--- src/rtl/fifo_rd_upsizer_pkg.sv ---
// fifo_rd_upsizer_pkg: shared state type and lane-mask helper for the FIFO read-side upsizer
package fifo_rd_upsizer_pkg;

    typedef enum logic {ACC, FLUSH} state_t;

    localparam int MAX_LANES = 64;

    // Low n bits set; callers narrow the result to their lane count
    function automatic logic [MAX_LANES-1:0] lane_mask(input int unsigned n);
        return (n >= MAX_LANES) ? '1 : (MAX_LANES'(1) << n) - MAX_LANES'(1);
    endfunction

endpackage

--- src/rtl/fifo_rd_out_stage.sv ---
// fifo_rd_out_stage: single-entry valid/ready output register holding one packed beat
module fifo_rd_out_stage #(
    parameter int DATA_W = 32,
    parameter int LANES  = 4
) (
    input  logic              r_clk,
    input  logic              rrst_n,
    input  logic              load,
    input  logic [DATA_W-1:0] load_data,
    input  logic [LANES-1:0]  load_mask,
    input  logic              load_last,
    input  logic              out_ready,
    output logic              free,
    output logic              out_valid,
    output logic [DATA_W-1:0] out_data,
    output logic [LANES-1:0]  out_mask,
    output logic              out_last
);

    assign free = !out_valid || out_ready;

    // Load a new beat when free; otherwise hold the presented beat until it drains
    always_ff @(posedge r_clk or negedge rrst_n) begin
        if (!rrst_n) begin
            out_valid <= 1'b0;
            out_data  <= '0;
            out_mask  <= '0;
            out_last  <= 1'b0;
        end else begin
            out_valid <= load || (out_valid && !out_ready);
            if (load) begin
                out_data <= load_data;
                out_mask <= load_mask;
                out_last <= load_last;
            end
        end
    end

endmodule

--- src/rtl/fifo_rd_upsizer.sv ---
// fifo_rd_upsizer: packs RATIO consecutive FIFO words into one wide valid/ready beat
module fifo_rd_upsizer
    import fifo_rd_upsizer_pkg::*;
#(
    parameter  int MEMORY_WIDTH = 8,
    parameter  int RATIO        = 4,
    localparam int CNT_W        = $clog2(RATIO + 1)
) (
    input  logic                          r_clk,
    input  logic                          rrst_n,
    input  logic                          r_empty,
    input  logic [MEMORY_WIDTH-1:0]       rdata,
    output logic                          r_en,
    input  logic                          flush,
    output logic                          out_valid,
    input  logic                          out_ready,
    output logic [MEMORY_WIDTH*RATIO-1:0] out_data,
    output logic [RATIO-1:0]              out_mask,
    output logic                          out_last,
    output logic [CNT_W-1:0]              words_held
);

    localparam int IDX_W  = $clog2(RATIO);
    localparam int BEAT_W = MEMORY_WIDTH * RATIO;
    localparam logic [CNT_W-1:0] FULL_CNT = CNT_W'(RATIO);
    localparam logic [CNT_W-1:0] LAST_CNT = CNT_W'(RATIO - 1);

    state_t                  state, state_nxt;
    logic [MEMORY_WIDTH-1:0] acc [RATIO];
    logic [CNT_W-1:0]        cnt, cnt_nxt;
    logic                    last_pend, last_pend_nxt;
    logic                    free, full, complete, load, load_last;
    logic [IDX_W-1:0]        wr_idx;
    logic [RATIO-1:0]        part_mask, load_mask;
    logic [BEAT_W-1:0]       full_beat, part_beat, load_data;

    assign full       = (cnt == FULL_CNT);
    assign wr_idx     = full ? '0 : cnt[IDX_W-1:0];
    assign part_mask  = RATIO'(lane_mask(32'(cnt)));
    assign words_held = cnt;

    // Completed beat takes its newest word straight from rdata; partial beat zeroes unfilled lanes
    always_comb begin
        full_beat = '0;
        part_beat = '0;
        for (int k = 0; k < RATIO; k++) begin
            full_beat[k*MEMORY_WIDTH +: MEMORY_WIDTH] = (!full && k == RATIO - 1) ? rdata : acc[k];
            part_beat[k*MEMORY_WIDTH +: MEMORY_WIDTH] = part_mask[k] ? acc[k] : '0;
        end
    end

    // Pop control, beat completion, back-pressure and flush sequencing
    always_comb begin
        state_nxt     = state;
        cnt_nxt       = cnt;
        last_pend_nxt = last_pend;
        r_en          = 1'b0;
        complete      = 1'b0;
        load          = 1'b0;
        load_data     = full_beat;
        load_mask     = '1;
        load_last     = 1'b0;
        if (state == ACC) begin
            r_en     = rrst_n && !r_empty && (!full || free);
            complete = full || (cnt == LAST_CNT && r_en);
            if (complete && free) begin
                load          = 1'b1;
                load_last     = flush || last_pend;
                last_pend_nxt = 1'b0;
                cnt_nxt       = (full && r_en) ? CNT_W'(1) : '0;
            end else if (complete) begin
                cnt_nxt       = FULL_CNT;
                last_pend_nxt = last_pend || flush;
            end else begin
                cnt_nxt = cnt + CNT_W'(r_en);
                if (flush && cnt != '0)
                    state_nxt = FLUSH;
            end
        end else if (free) begin
            load      = 1'b1;
            load_data = part_beat;
            load_mask = part_mask;
            load_last = 1'b1;
            cnt_nxt   = '0;
            state_nxt = ACC;
        end
    end

    // State, word count and accumulator lanes
    always_ff @(posedge r_clk or negedge rrst_n) begin
        if (!rrst_n) begin
            state     <= ACC;
            cnt       <= '0;
            last_pend <= 1'b0;
            for (int k = 0; k < RATIO; k++)
                acc[k] <= '0;
        end else begin
            state     <= state_nxt;
            cnt       <= cnt_nxt;
            last_pend <= last_pend_nxt;
            if (r_en)
                acc[wr_idx] <= rdata;
        end
    end

    fifo_rd_out_stage #(
        .DATA_W (BEAT_W),
        .LANES  (RATIO)
    ) u_out (
        .r_clk     (r_clk),
        .rrst_n    (rrst_n),
        .load      (load),
        .load_data (load_data),
        .load_mask (load_mask),
        .load_last (load_last),
        .out_ready (out_ready),
        .free      (free),
        .out_valid (out_valid),
        .out_data  (out_data),
        .out_mask  (out_mask),
        .out_last  (out_last)
    );

endmodule
--- config.mk ---
export PLATFORM = sky130hd
export DESIGN_NAME = fifo_rd_upsizer
export DESIGN_NICKNAME = d
export VERILOG_FILES = /design/src/rtl/fifo_rd_upsizer_pkg.sv /design/src/rtl/fifo_rd_out_stage.sv /design/src/rtl/fifo_rd_upsizer.sv
export SDC_FILE = /design/constraint.sdc
export NUM_CORES = 1
export LEC_CHECK = 0
export CAP_MARGIN = 20
export CORE_MARGIN = 3
export CORE_UTILIZATION = 48
export DETAILED_ROUTE_END_ITERATION = 8
export PLACE_DENSITY_LB_ADDON = 0.15
export SLEW_MARGIN = 20
export SYNTH_ARGS = -nofsm -noshare
export SYNTH_HDL_FRONTEND = slang
export SYNTH_HIERARCHICAL = 1
export SYNTH_SLANG_ARGS = --single-unit
--- constraint.sdc ---
create_clock -name r_clk -period 2.15 [get_ports r_clk]
set_clock_uncertainty 0.15 [all_clocks]
set_input_delay 0.215 -clock r_clk [delete_from_list [all_inputs] [get_ports r_clk]]
set_output_delay 0.215 -clock r_clk [all_outputs]
set_load 0.05 [all_outputs]
==> metrics.sh, run 1 <==
RUN_STATUS='completed'
CRITPATHMAXSTAGEDELAY_NS=0.81
CAP_VIOLATIONS=0
STARTING_UTILIZATION_OF_THE_CORE_AREA=0.503
CRITICAL-PATH-SLOWEST-CELL='sky130_fd_sc_hd__clkdlybuf4s50_1'
POWER.TOTAL_mW=8.14
SYN_INST=245
ROUTE.VIAS.TOTAL=2245
FINALWIRELENGTH_UM=7260
NUMBER_OF_CTS_INSERTED_BUFFERS=9
YOSYS.AREA.TOP_TYPE='sky130_fd_sc_hd__dfrtp_1'
DRT_DRC_VIOLATIONS_LEFT=0
VIAS_PER_CELL=5.22
GLOBALROUTE.TOTALOVERFLOW=0
VIAS_IN_THE_FIRST_GLOBAL_ROUTE=2304
SYNTH_MOST_COMMON_CELL='sky130_fd_sc_hd__dfrtp_1'
PERIOD_SHARE=0.978
SYNTH_ENABLE_FLOP_CELLS=0
SLEW_VIOLATIONS=0
ANTENNA_CELLS_INSERTED=0
SYNTHTOPCELLSBYCOUNT='75 x sky130_fd_sc_hd__dfrtp_1, 50 x sky130_fd_sc_hd__mux2_2, 19 x sky130_fd_sc_hd__mux2_4'
FIN_CELLS=430
FLOORPLAN.ROWS=30
FP.DIEW_UM=90.9
DIE-HEIGHT_UM=90.9
SYNTH.TOP_CELL.AREA_SHARE=0.543
INTERNAL_mW=4.87
DRT.ANTENNA.VIOLATING_NETS=0
P_SEQ_FRAC=0.300
COMBPWRFRAC=0.547
SYNTHTOPCELLSBYAREA='sky130_fd_sc_hd__dfrtp_1 54%, sky130_fd_sc_hd__mux2_2 16%, sky130_fd_sc_hd__mux2_4 8.3%'
ASYNC_FLOP_SHARE=1.00
TIMING_WORST_SETUP_PATH_TYPE='flop to output port'
GP_ROUTABILITY_CONGESTION=0.852
SETUP_VIOL_COUNT_FINAL=0
DP_CELLS=412
GRT_START_MAX_NET_PINS=64
DESIGN.CORE.AREA_MM2=0.00687
NUMBER_OF_NETS_IN_THE_LAYOUT=345
BUFFERS_FROM_CLOCK_ROOT_TO_SINK_AT_MOST=2
WORST_SETUP_PATH_END_KIND='output port'
PATH_CELLS='buf_4 > clkdlybuf4s50_1'
FILLER_CELL_COUNT=530
STATIC-LEAKAGE-POWER_nW=2.01
CELLPOWERDENSITY_mW_PER_MM2=1750
FIRST_ITER_VIOLATIONS=98
H-TREE-DEPTH=3
GRT_UTIL_ALL_LAYERS=0.185
CTS_ROOT_BUFFER='sky130_fd_sc_hd__clkbuf_8'
AREA_GROWTH_SYN_TO_LAYOUT_PCT=34.4
CP_MAX_FO=7
REGISTER_AREA_MM2=0.00188
CRITICAL_PATH_REQUIRED_NS=1.78
HOLD_PATH_CLASS='input pin to flop'
CLOCK_POWER_SHARE=0.153
POST_SYNTH_INSTANCE_AREA_MM2=0.00346
SYNTH_FLOP_CELL='sky130_fd_sc_hd__dfrtp_1'
SYN_AREA_PER_CELL_UM2=14.1
START_KIND='flop'
SHARE_OF_THE_YOSYS_CHIP_AREA_BELONGING_TO_REGISTERS=0.543
ROUTED_WIRE_LENGTH_PER_INSTANCE_UM=16.9
HOLD_VIOLATIONS=0
TRITONCTS_CLOCK_TREE='done'
YOSYS.CELL_TYPES.COUNT=38
MULTIINPUTGATEAREA_MM2=0.00153
GRT_FIRST_PASS_WIRELENGTH_UM=12000
CLOCK_INSERTION_DELAY_WORST_SKEW_NS=0.34
DETAIL_ROUTE.FIRST_PASS.ITERATIONS=4
UNREPAIRED_SETUP_ENDPOINTS_AFTER_GLOBAL_ROUTING='yes'
CTS.SINKS=75
COUNT_OF_INPUT_AND_OUTPUT_BUFFERS=54
WORST_EP_ARRIVAL_TIME_NS=1.74
TOP_LEVEL_PORTS=55
DESIGN.DIE.AREA_MM2=0.00825
CLKSLEWWORSTSETUPHOLDPATHS_NS=0.08
FMAX_MHz=476
IRDROPWORSTVDD_mV=0.958
POST-DP-HPWL_UM=4980
FIN_TNS_SETUP_NS=0
SWITCHING_SHARE=0.401
SYNTH.NET_COUNT=261
SLEW_HEADROOM=0.485
SWITCHINGPOWER_mW=3.27
FINALWORSTPATHREQUIREDPERIOD_NS=2.10
NUMBER_OF_SYNTHESIZED_REGISTER_BITS=75
SYNTH-WARNING-COUNT=6
FINAL_CORE_UTIL=0.676
LAYOUT-DRIVE-GT1-SHARE=0.416
TIMING_WORST_SLEW_PIN_VALUE_NS=0.773
INITIAL_ANTENNA_VIOLATION_COUNT=0
## final timing paths
path,cells after the start,endpoint,slack [ns],start
worst min-delay path,4,words_held[2]$_DFFE_PN0P_,0.27,rrst_n
worst min register to register,1,acc[15]$_DFFE_PN0P_,0.34,acc[15]$_DFFE_PN0P_
min in group asynchronous,3,words_held[0]$_DFFE_PN0P_,0.39,rrst_n
worst max-delay path,2,words_held[0],0.05,words_held[0]$_DFFE_PN0P_
worst max register to register,5,u_out/out_data[13]$_DFFE_PN0P_,0.09,words_held[1]$_DFFE_PN0P_
max in group asynchronous,3,words_held[2]$_DFFE_PN0P_,0.85,rrst_n
## critical path, delay by kind of cell, from the launching register on
kind	cells	cell delay (ns)
buffers and inverters	2	0.98
DFF	1	0.42
## cell type report
cell class | instances | area share
inverter | 5 | 0.00404
timing repair buffer | 86 | 0.185
multi-input combinational | 152 | 0.330
clock inverter | 6 | 0.0202
tap | 96 | 0.0259
clock buffer | 10 | 0.0296
sequential | 75 | 0.406
## cell usage in the layout, fill, tap and decap left out, drive strengths merged, types with 4 or more instances in the layout
master / count
nor2b: 10
mux2: 70
dfrtp: 75
inv: 8
nand2b: 5
buf: 32
a21oi: 4
and2: 9
a21boi: 9
clkdlybuf4s50: 52
clkbuf: 10
a22o: 9
nand2: 5
## per-layer routing
layer,GRT usage,up-vias,share of wire
met3,0.0300,7,0.032
met2,0.284,54,0.47
li1,-,1050,-
met4,0.0678,0,0.012
met1,0.266,1134,0.49
met5,0,-,0
## state kept, by name, indices dropped and copies added (netlist names)
| signal | cells |
|---|---|
| u_out/out_last | 1 |
| acc | 32 |
| u_out/out_data | 32 |
| words_held | 3 |
| last_pend | 1 |
| u_out/out_valid | 1 |
| state | 1 |
| u_out/out_mask | 4 |
## kinds of logic after synthesis
family,Yosys count,synth area share
flops,75,0.543
simple gates,45,0.0902
compound gates,33,0.0757
fa+ha+maj,3,0.0109
mux,70,0.249
buf+inv,18,0.0290
xor+xnor,1,0.00253
## power by group through the flow
stage / sequential, mW / combinational (mW) / clock, mW
final: 2.44 / 4.45 / 1.25
after global routing: 2.54 / 4.70 / 1.33
after detailed placement: 2.46 / 4.41 / 0
after CTS: 2.44 / 4.44 / 1.27
after floorplan: 3.58 / 1.90 / 0
after global placement: 2.45 / 4.35 / 0
## metrics by stage
stage / instance area [um^2] / hold WS [ns] / setup slack, ns
2_1_floorplan: 3490 / -0.231 / -0.147
3_3_place_gp: 4350 / 0.0546 / -0.104
3_5_place_dp: 4350 / 0.0547 / -0.185
4_1_cts: 4620 / 0.259 / 0.00825
5_1_grt: 4640 / 0.291 / -0.0130
6_report: 4640 / 0.271 / 0.0480
## repair_timing
action                                  in CTS  in global routing
endpoints found under the hold margin       75                  0
hold buffers                                 2                  0
endpoints found under the setup margin       1                 11
setup buffers                                0                  0
pin swaps                                    0                  2
resized for setup                            5                  6
(Power assumes the default switching activity.)
==> run 2, diff against run 1 <==
REMOVE_ABC_BUFFERS = 1   (was default)
==> metrics.sh, run 2 (synthesized netlist as in run 1, its figures left out) <==
STARTING_UTILIZATION_OF_THE_CORE_AREA=0.503
FINAL_CORE_UTIL=0.657
REG2REG_TO='u_out/out_data[20]$_DFFE_PN0P_'
FIRST_ITER_VIOLATIONS=66
VIAS_PER_CELL=5.08
FIN_TNS_SETUP_NS=0
TIMING_WORST_SETUP_PATH_TYPE='flop to flop'
CRITPATHMAXSTAGEDELAY_NS=0.48
GP_ROUTABILITY_CONGESTION=0.825
UNREPAIRED_SETUP_ENDPOINTS_AFTER_GLOBAL_ROUTING='yes'
ROUTED_WIRE_LENGTH_PER_INSTANCE_UM=15.9
FMAX_MHz=484
PERIOD_SHARE=0.961
RUN_STATUS='completed'
SLEW_HEADROOM=0.448
AREA_GROWTH_SYN_TO_LAYOUT_PCT=30.6
POWER.TOTAL_mW=7.87
CTS_ROOT_BUFFER='sky130_fd_sc_hd__clkbuf_8'
CLKSLEWWORSTSETUPHOLDPATHS_NS=0.08
MIN_DELAY_PATH_DEPTH=1
DRT_DRC_VIOLATIONS_LEFT=0
WORST_REG2REG_PATH_STARTPOINT='words_held[1]$_DFFE_PN0P_'
CP_MAX_FO=9
FINALWORSTPATHREQUIREDPERIOD_NS=2.07
CLOCK_INSERTION_DELAY_WORST_SKEW_NS=0.34
WORST_R2R_PATH_DEPTH=6
TOP_LEVEL_PORTS=55
REG2REG_SETUP_SLACK_NS=0.08
HOLD_PATH_CLASS='flop to flop'
STATIC-LEAKAGE-POWER_nW=1.98
WORST_SETUP_PATH_END_KIND='flop'
COUNT_OF_INPUT_AND_OUTPUT_BUFFERS=54
HOLD_VIOLATIONS=0
DESIGN.DIE.AREA_MM2=0.00825
CELLPOWERDENSITY_mW_PER_MM2=1740
FIN_CELLS=422
GRT_START_MAX_NET_PINS=68
GLOBALROUTE.TOTALOVERFLOW=0
H-TREE-DEPTH=3
IRDROPWORSTVDD_mV=0.936
ROUTE.VIAS.TOTAL=2144
GRT_UTIL_ALL_LAYERS=0.174
ENDPOINT='u_out/out_data[20]$_DFFE_PN0P_'
REG.LARGEST.LIST='acc x32, u_out/out_data x32, u_out/out_mask x4'
MOST-COMMON-LAYOUT-CELLS='74 x sky130_fd_sc_hd__dfrtp_1, 50 x sky130_fd_sc_hd__mux2_2, 49 x sky130_fd_sc_hd__clkdlybuf4s50_1, 21 x sky130_fd_sc_hd__buf_4, 19 x sky130_fd_sc_hd__mux2_4'
NUMBER_OF_CTS_INSERTED_BUFFERS=9
CRITICAL_PATH_REQUIRED_NS=2.23
MOSTFREQUENTLAYOUTCELL='sky130_fd_sc_hd__dfrtp_1'
LAYOUT-DRIVE-GT1-SHARE=0.390
TIMING_WORST_SLEW_PIN_VALUE_NS=0.827
WORST_EP_ARRIVAL_TIME_NS=2.14
DP_CELLS=405
CRITPATHLAUNCH='words_held[1]$_DFFE_PN0P_'
ANTENNA_CELLS_INSERTED=0
DETAIL_ROUTE.FIRST_PASS.ITERATIONS=4
INITIAL_ANTENNA_VIOLATION_COUNT=0
VIAS_IN_THE_FIRST_GLOBAL_ROUTE=2239
SETUP_VIOL_COUNT_FINAL=0
FINALWIRELENGTH_UM=6730
DIE-HEIGHT_UM=90.9
CRITICAL-PATH-SLOWEST-CELL='sky130_fd_sc_hd__or3b_2'
CAP_VIOLATIONS=0
CTS.SINKS=75
SLEW_VIOLATIONS=0
DRT.ANTENNA.VIOLATING_NETS=0
FLOORPLAN.ROWS=30
PATH_CELLS='or3b_2 > ha_1 > xnor2_1 > buf_4 > a21boi_0 > mux2_4'
POST-DP-HPWL_UM=4650
GRT_FIRST_PASS_WIRELENGTH_UM=11400
FP.DIEW_UM=90.9
TRITONCTS_CLOCK_TREE='done'
START_KIND='flop'
DESIGN.CORE.AREA_MM2=0.00687
BUFFERS_FROM_CLOCK_ROOT_TO_SINK_AT_MOST=2
NUMBER_OF_NETS_IN_THE_LAYOUT=338
run 2: changes by cell type in the layout (fill, tap and decap cells not counted), moves of 2 or more:
cell	delta
sky130_fd_sc_hd__buf_4	-4
sky130_fd_sc_hd__dfrtp_1	+4
sky130_fd_sc_hd__dfrtp_2	-4
sky130_fd_sc_hd__clkdlybuf4s50_1	-3
sky130_fd_sc_hd__inv_6	-2
run 2: power by group:
group | internal [mW] | switching, mW
Clock | 0.598 | 0.503
Combinational | 2.03 | 2.32
Sequential | 2.07 | 0.346
run 2: how the worst min path moves through the flow:
stage | start | to | slack [ns]
after global placement | rrst_n | words_held[0]$_DFFE_PN0P_ | -0.08
after global routing | acc[2]$_DFFE_PN0P_ | acc[2]$_DFFE_PN0P_ | 0.37
after detailed placement | rrst_n | words_held[1]$_DFFE_PN0P_ | -0.08
after floorplan | rrst_n | acc[0]$_DFFE_PN0P_ | -0.23
after CTS | acc[15]$_DFFE_PN0P_ | acc[15]$_DFFE_PN0P_ | 0.35
final | acc[15]$_DFFE_PN0P_ | acc[15]$_DFFE_PN0P_ | 0.34
run 2: worst max-delay path, delay by kind of cell, from the launching register on:
family	cells	cell delay [ns]
AOI/OAI and AO/OA	1	0.10
and+or+nand+nor	1	0.48
buffers and inverters	1	0.18
muxes	1	0.26
DFF	1	0.42
adders and majority gates	1	0.22
xor gates and xnor gates	1	0.15
run 2: routing by layer:
layer	part of all wire	up-vias	global-route usage
li1	-	1030	-
met1	0.47	1061	0.240
met2	0.48	45	0.267
met3	0.039	8	0.0492
met4	0.012	0	0.0565
met5	0	-	0
run 2: final cells by class:
type | instances | area, um^2
clock inverter | 3 | 46.3
multi-input combinational | 152 | 1500
timing repair buffer | 79 | 792
sequential | 75 | 1880
inverter | 5 | 18.8
tap | 96 | 120
clock buffer | 12 | 155
fill | 533 | 2360
run 2: timing repair:
| item | in CTS | in global routing |
|---|---|---|
| hold buffers | 2 | 0 |
| setup endpoints to repair | 1 | 18 |
| resized for setup | 1 | 12 |
| pin swaps | 0 | 2 |
| setup buffers | 0 | 0 |
| endpoints found under the hold margin | 8 | 0 |
run 2: per-stage QoR:
stage	worst slack (ns)	hold WS, ns	area [um^2]
final	0.0848	0.343	4510
after global routing	-0.0321	0.369	4510
after CTS	0.00234	0.346	4480
after detailed placement	-0.106	-0.0845	4260
after global placement	-0.0793	-0.0828	4260
after floorplan	-1.15	-0.231	3370
==> run 3, diff against run 2 <==
CORE_MARGIN = default   (was 3)
==> metrics.sh, run 3 (synthesized netlist as in run 1, its figures left out) <==
FILLER_CELL_COUNT=507
WORST_EP_ARRIVAL_TIME_NS=2.24
GLOBALROUTE.TOTALOVERFLOW=0
TOP_LEVEL_PORTS=55
FLOORPLAN.ROWS=30
GRT_START_MAX_NET_PINS=56
GP_ROUTABILITY_CONGESTION=0.835
LAYOUT_SETUP_WS_NS=0.0474
RUN_STATUS='completed'
FP.DIEW_UM=86.9
FINALWORSTPATHREQUIREDPERIOD_NS=2.10
PATH_CELLS='buf_6 > nor2b_1 > a21oi_1 > ha_1 > ha_2 > or3b_2 > a21oi_2 > a221o_1'
STATIC-LEAKAGE-POWER_nW=2.03
CRITICAL_PATH_REQUIRED_NS=2.29
CRITICAL-PATH-SLOWEST-CELL='sky130_fd_sc_hd__or3b_2'
FMAX_MHz=476
NUMBER_OF_NETS_IN_THE_LAYOUT=344
MOSTFREQUENTLAYOUTCELL='sky130_fd_sc_hd__dfrtp_1'
POST-DP-HPWL_UM=4710
ROUTE.VIAS.TOTAL=2231
CP_MAX_FO=11
HOLD_PATH_CLASS='flop to flop'
VIAS_IN_THE_FIRST_GLOBAL_ROUTE=2253
H-TREE-DEPTH=3
DETAILED_ROUTE_WIRELENGTH_ON_METAL3_UM=254
CTS.SINKS=75
UNREPAIRED_SETUP_ENDPOINTS_AFTER_GLOBAL_ROUTING='yes'
TRITONCTS_CLOCK_TREE='done'
CP_NUM_BUF_INV=1
DIE-HEIGHT_UM=86.9
SLEW_HEADROOM=0.558
START_KIND='flop'
NUMBER_OF_CTS_INSERTED_BUFFERS=9
ROUTE.MET2.WL_UM=3450
TIMING_WORST_SLEW_PIN_VALUE_NS=0.662
IRDROPWORSTVDD_mV=0.954
REG.LARGEST.LIST='acc x32, u_out/out_data x32, u_out/out_mask x4'
VIAS_PER_CELL=5.21
MOST-COMMON-LAYOUT-CELLS='75 x sky130_fd_sc_hd__dfrtp_1, 50 x sky130_fd_sc_hd__mux2_2, 49 x sky130_fd_sc_hd__clkdlybuf4s50_1, 23 x sky130_fd_sc_hd__buf_4, 19 x sky130_fd_sc_hd__mux2_4'
ROUTEDLENGTHMET1_UM=3280
WORST_SETUP_PATH_END_KIND='flop'
LAYOUT-DRIVE-GT1-SHARE=0.389
GRT_FIRST_PASS_WIRELENGTH_UM=11200
DETAIL_ROUTE.FIRST_PASS.ITERATIONS=4
SLEW_VIOLATIONS=0
BUFFERS_FROM_CLOCK_ROOT_TO_SINK_AT_MOST=2
GRT_UTIL_ALL_LAYERS=0.200
DRT_DRC_VIOLATIONS_LEFT=0
ANTENNA_CELLS_INSERTED=0
CELLPOWERDENSITY_mW_PER_MM2=1760
CLKSLEWWORSTSETUPHOLDPATHS_NS=0.07
INITIAL_ANTENNA_VIOLATION_COUNT=0
ROUTED_WIRE_LENGTH_PER_INSTANCE_UM=16.5
FINALHOLDWORSTSLACK_NS=0.333
STARTING_UTILIZATION_OF_THE_CORE_AREA=0.503
DESIGN.DIE.AREA_MM2=0.00754
HOLD_VIOLATIONS=0
CAP_VIOLATIONS=0
TOP_LAYER_USED='met4'
CLOCK_INSERTION_DELAY_WORST_SKEW_NS=0.35
DRT.ANTENNA.VIOLATING_NETS=0
SETUP_VIOL_COUNT_FINAL=0
AREA_GROWTH_SYN_TO_LAYOUT_PCT=33.5
CTS_ROOT_BUFFER='sky130_fd_sc_hd__clkbuf_8'
DESIGN.CORE.AREA_MM2=0.00687
PERIOD_SHARE=0.978
CRITPATHMAXSTAGEDELAY_NS=0.45
FINALWIRELENGTH_UM=7080
CRIT_FAMILY='simple AND/OR/NAND/NOR gates'
DP_WORST_SETUP_SLACK_NS=-0.133
TIMING_WORST_SETUP_PATH_TYPE='flop to flop'
FIRST_ITER_VIOLATIONS=69
COUNT_OF_INPUT_AND_OUTPUT_BUFFERS=54
==> run 3: cell count changes in the layout (fill, tap and decap cells not counted), moves of 2 or more <==
cell                        delta
sky130_fd_sc_hd__buf_4         +2
sky130_fd_sc_hd__clkbuf_16     +2
sky130_fd_sc_hd__a21boi_0      +2
sky130_fd_sc_hd__clkinv_2      +2
==> run 3: routing by layer <==
metal  global-route usage  up-vias
li1                     -     1053
met1                0.247     1125
met2                0.334       44
met3               0.0559        9
met4               0.0758        0
met5                    0        -
==> run 3: timing repair <==
item                                   CTS  global route
hold buffers                             3             0
endpoints found under the hold margin   75             0
buffers inserted                         0             0
resized for setup                        0             9
setup endpoints to repair                0            39
==> run 3: worst paths after layout <==
check | cells after the start | endpoint | slack, ns | startpoint
worst max-delay path | 8 | words_held[2]$_DFFE_PN0P_ | 0.05 | words_held[2]$_DFFE_PN0P_
max in group asynchronous | 3 | u_out/out_data[0]$_DFFE_PN0P_ | 0.98 | rrst_n
worst max register to register | 8 | words_held[2]$_DFFE_PN0P_ | 0.05 | words_held[2]$_DFFE_PN0P_
worst min-delay path | 1 | acc[15]$_DFFE_PN0P_ | 0.33 | acc[15]$_DFFE_PN0P_
worst min register to register | 1 | acc[15]$_DFFE_PN0P_ | 0.33 | acc[15]$_DFFE_PN0P_
min in group asynchronous | 3 | u_out/out_mask[3]$_DFFE_PN0P_ | 0.34 | rrst_n
==> run 3: report_power, final <==
part	total [mW]	switching (mW)	internal, mW
Sequential	2.41	0.341	2.07
Combinational	4.53	2.38	2.14
Clock	1.17	0.499	0.674
==> run 3: per-stage QoR <==
step / instances / setup TNS (ns) / util / cell area [um^2] / power [mW]
5_1_grt: 428 / -0.0608 / 0.671 / 4610 / 8.54
4_1_cts: 426 / 0 / 0.659 / 4530 / 8.00
3_5_place_dp: 408 / -0.466 / 0.624 / 4280 / 6.80
3_3_place_gp: 408 / -0.138 / 0.624 / 4280 / 6.71
6_report: 428 / 0 / 0.671 / 4610 / 8.11
2_1_floorplan: 232 / -43.03 / - / 3370 / 5.35
==> run 3: worst reg2reg max path: stages (launching register included) <==
cell                      delay, ns
sky130_fd_sc_hd__dfrtp_1       0.41
sky130_fd_sc_hd__buf_6         0.15
sky130_fd_sc_hd__nor2b_1       0.14
sky130_fd_sc_hd__a21oi_1       0.13
sky130_fd_sc_hd__ha_1          0.17
sky130_fd_sc_hd__ha_2          0.18
sky130_fd_sc_hd__or3b_2        0.45
sky130_fd_sc_hd__a21oi_2       0.14
sky130_fd_sc_hd__a221o_1       0.12
==> run 3: cell type report <==
type	instances	area, um^2	area share
multi-input cells	152	1500	0.326
repair buffers	85	878	0.190
inverters	5	18.8	0.00407
well taps	96	120	0.0260
clock buffers	10	138	0.0298
flip-flops and latches	75	1880	0.407
clock inverters	5	77.6	0.0168
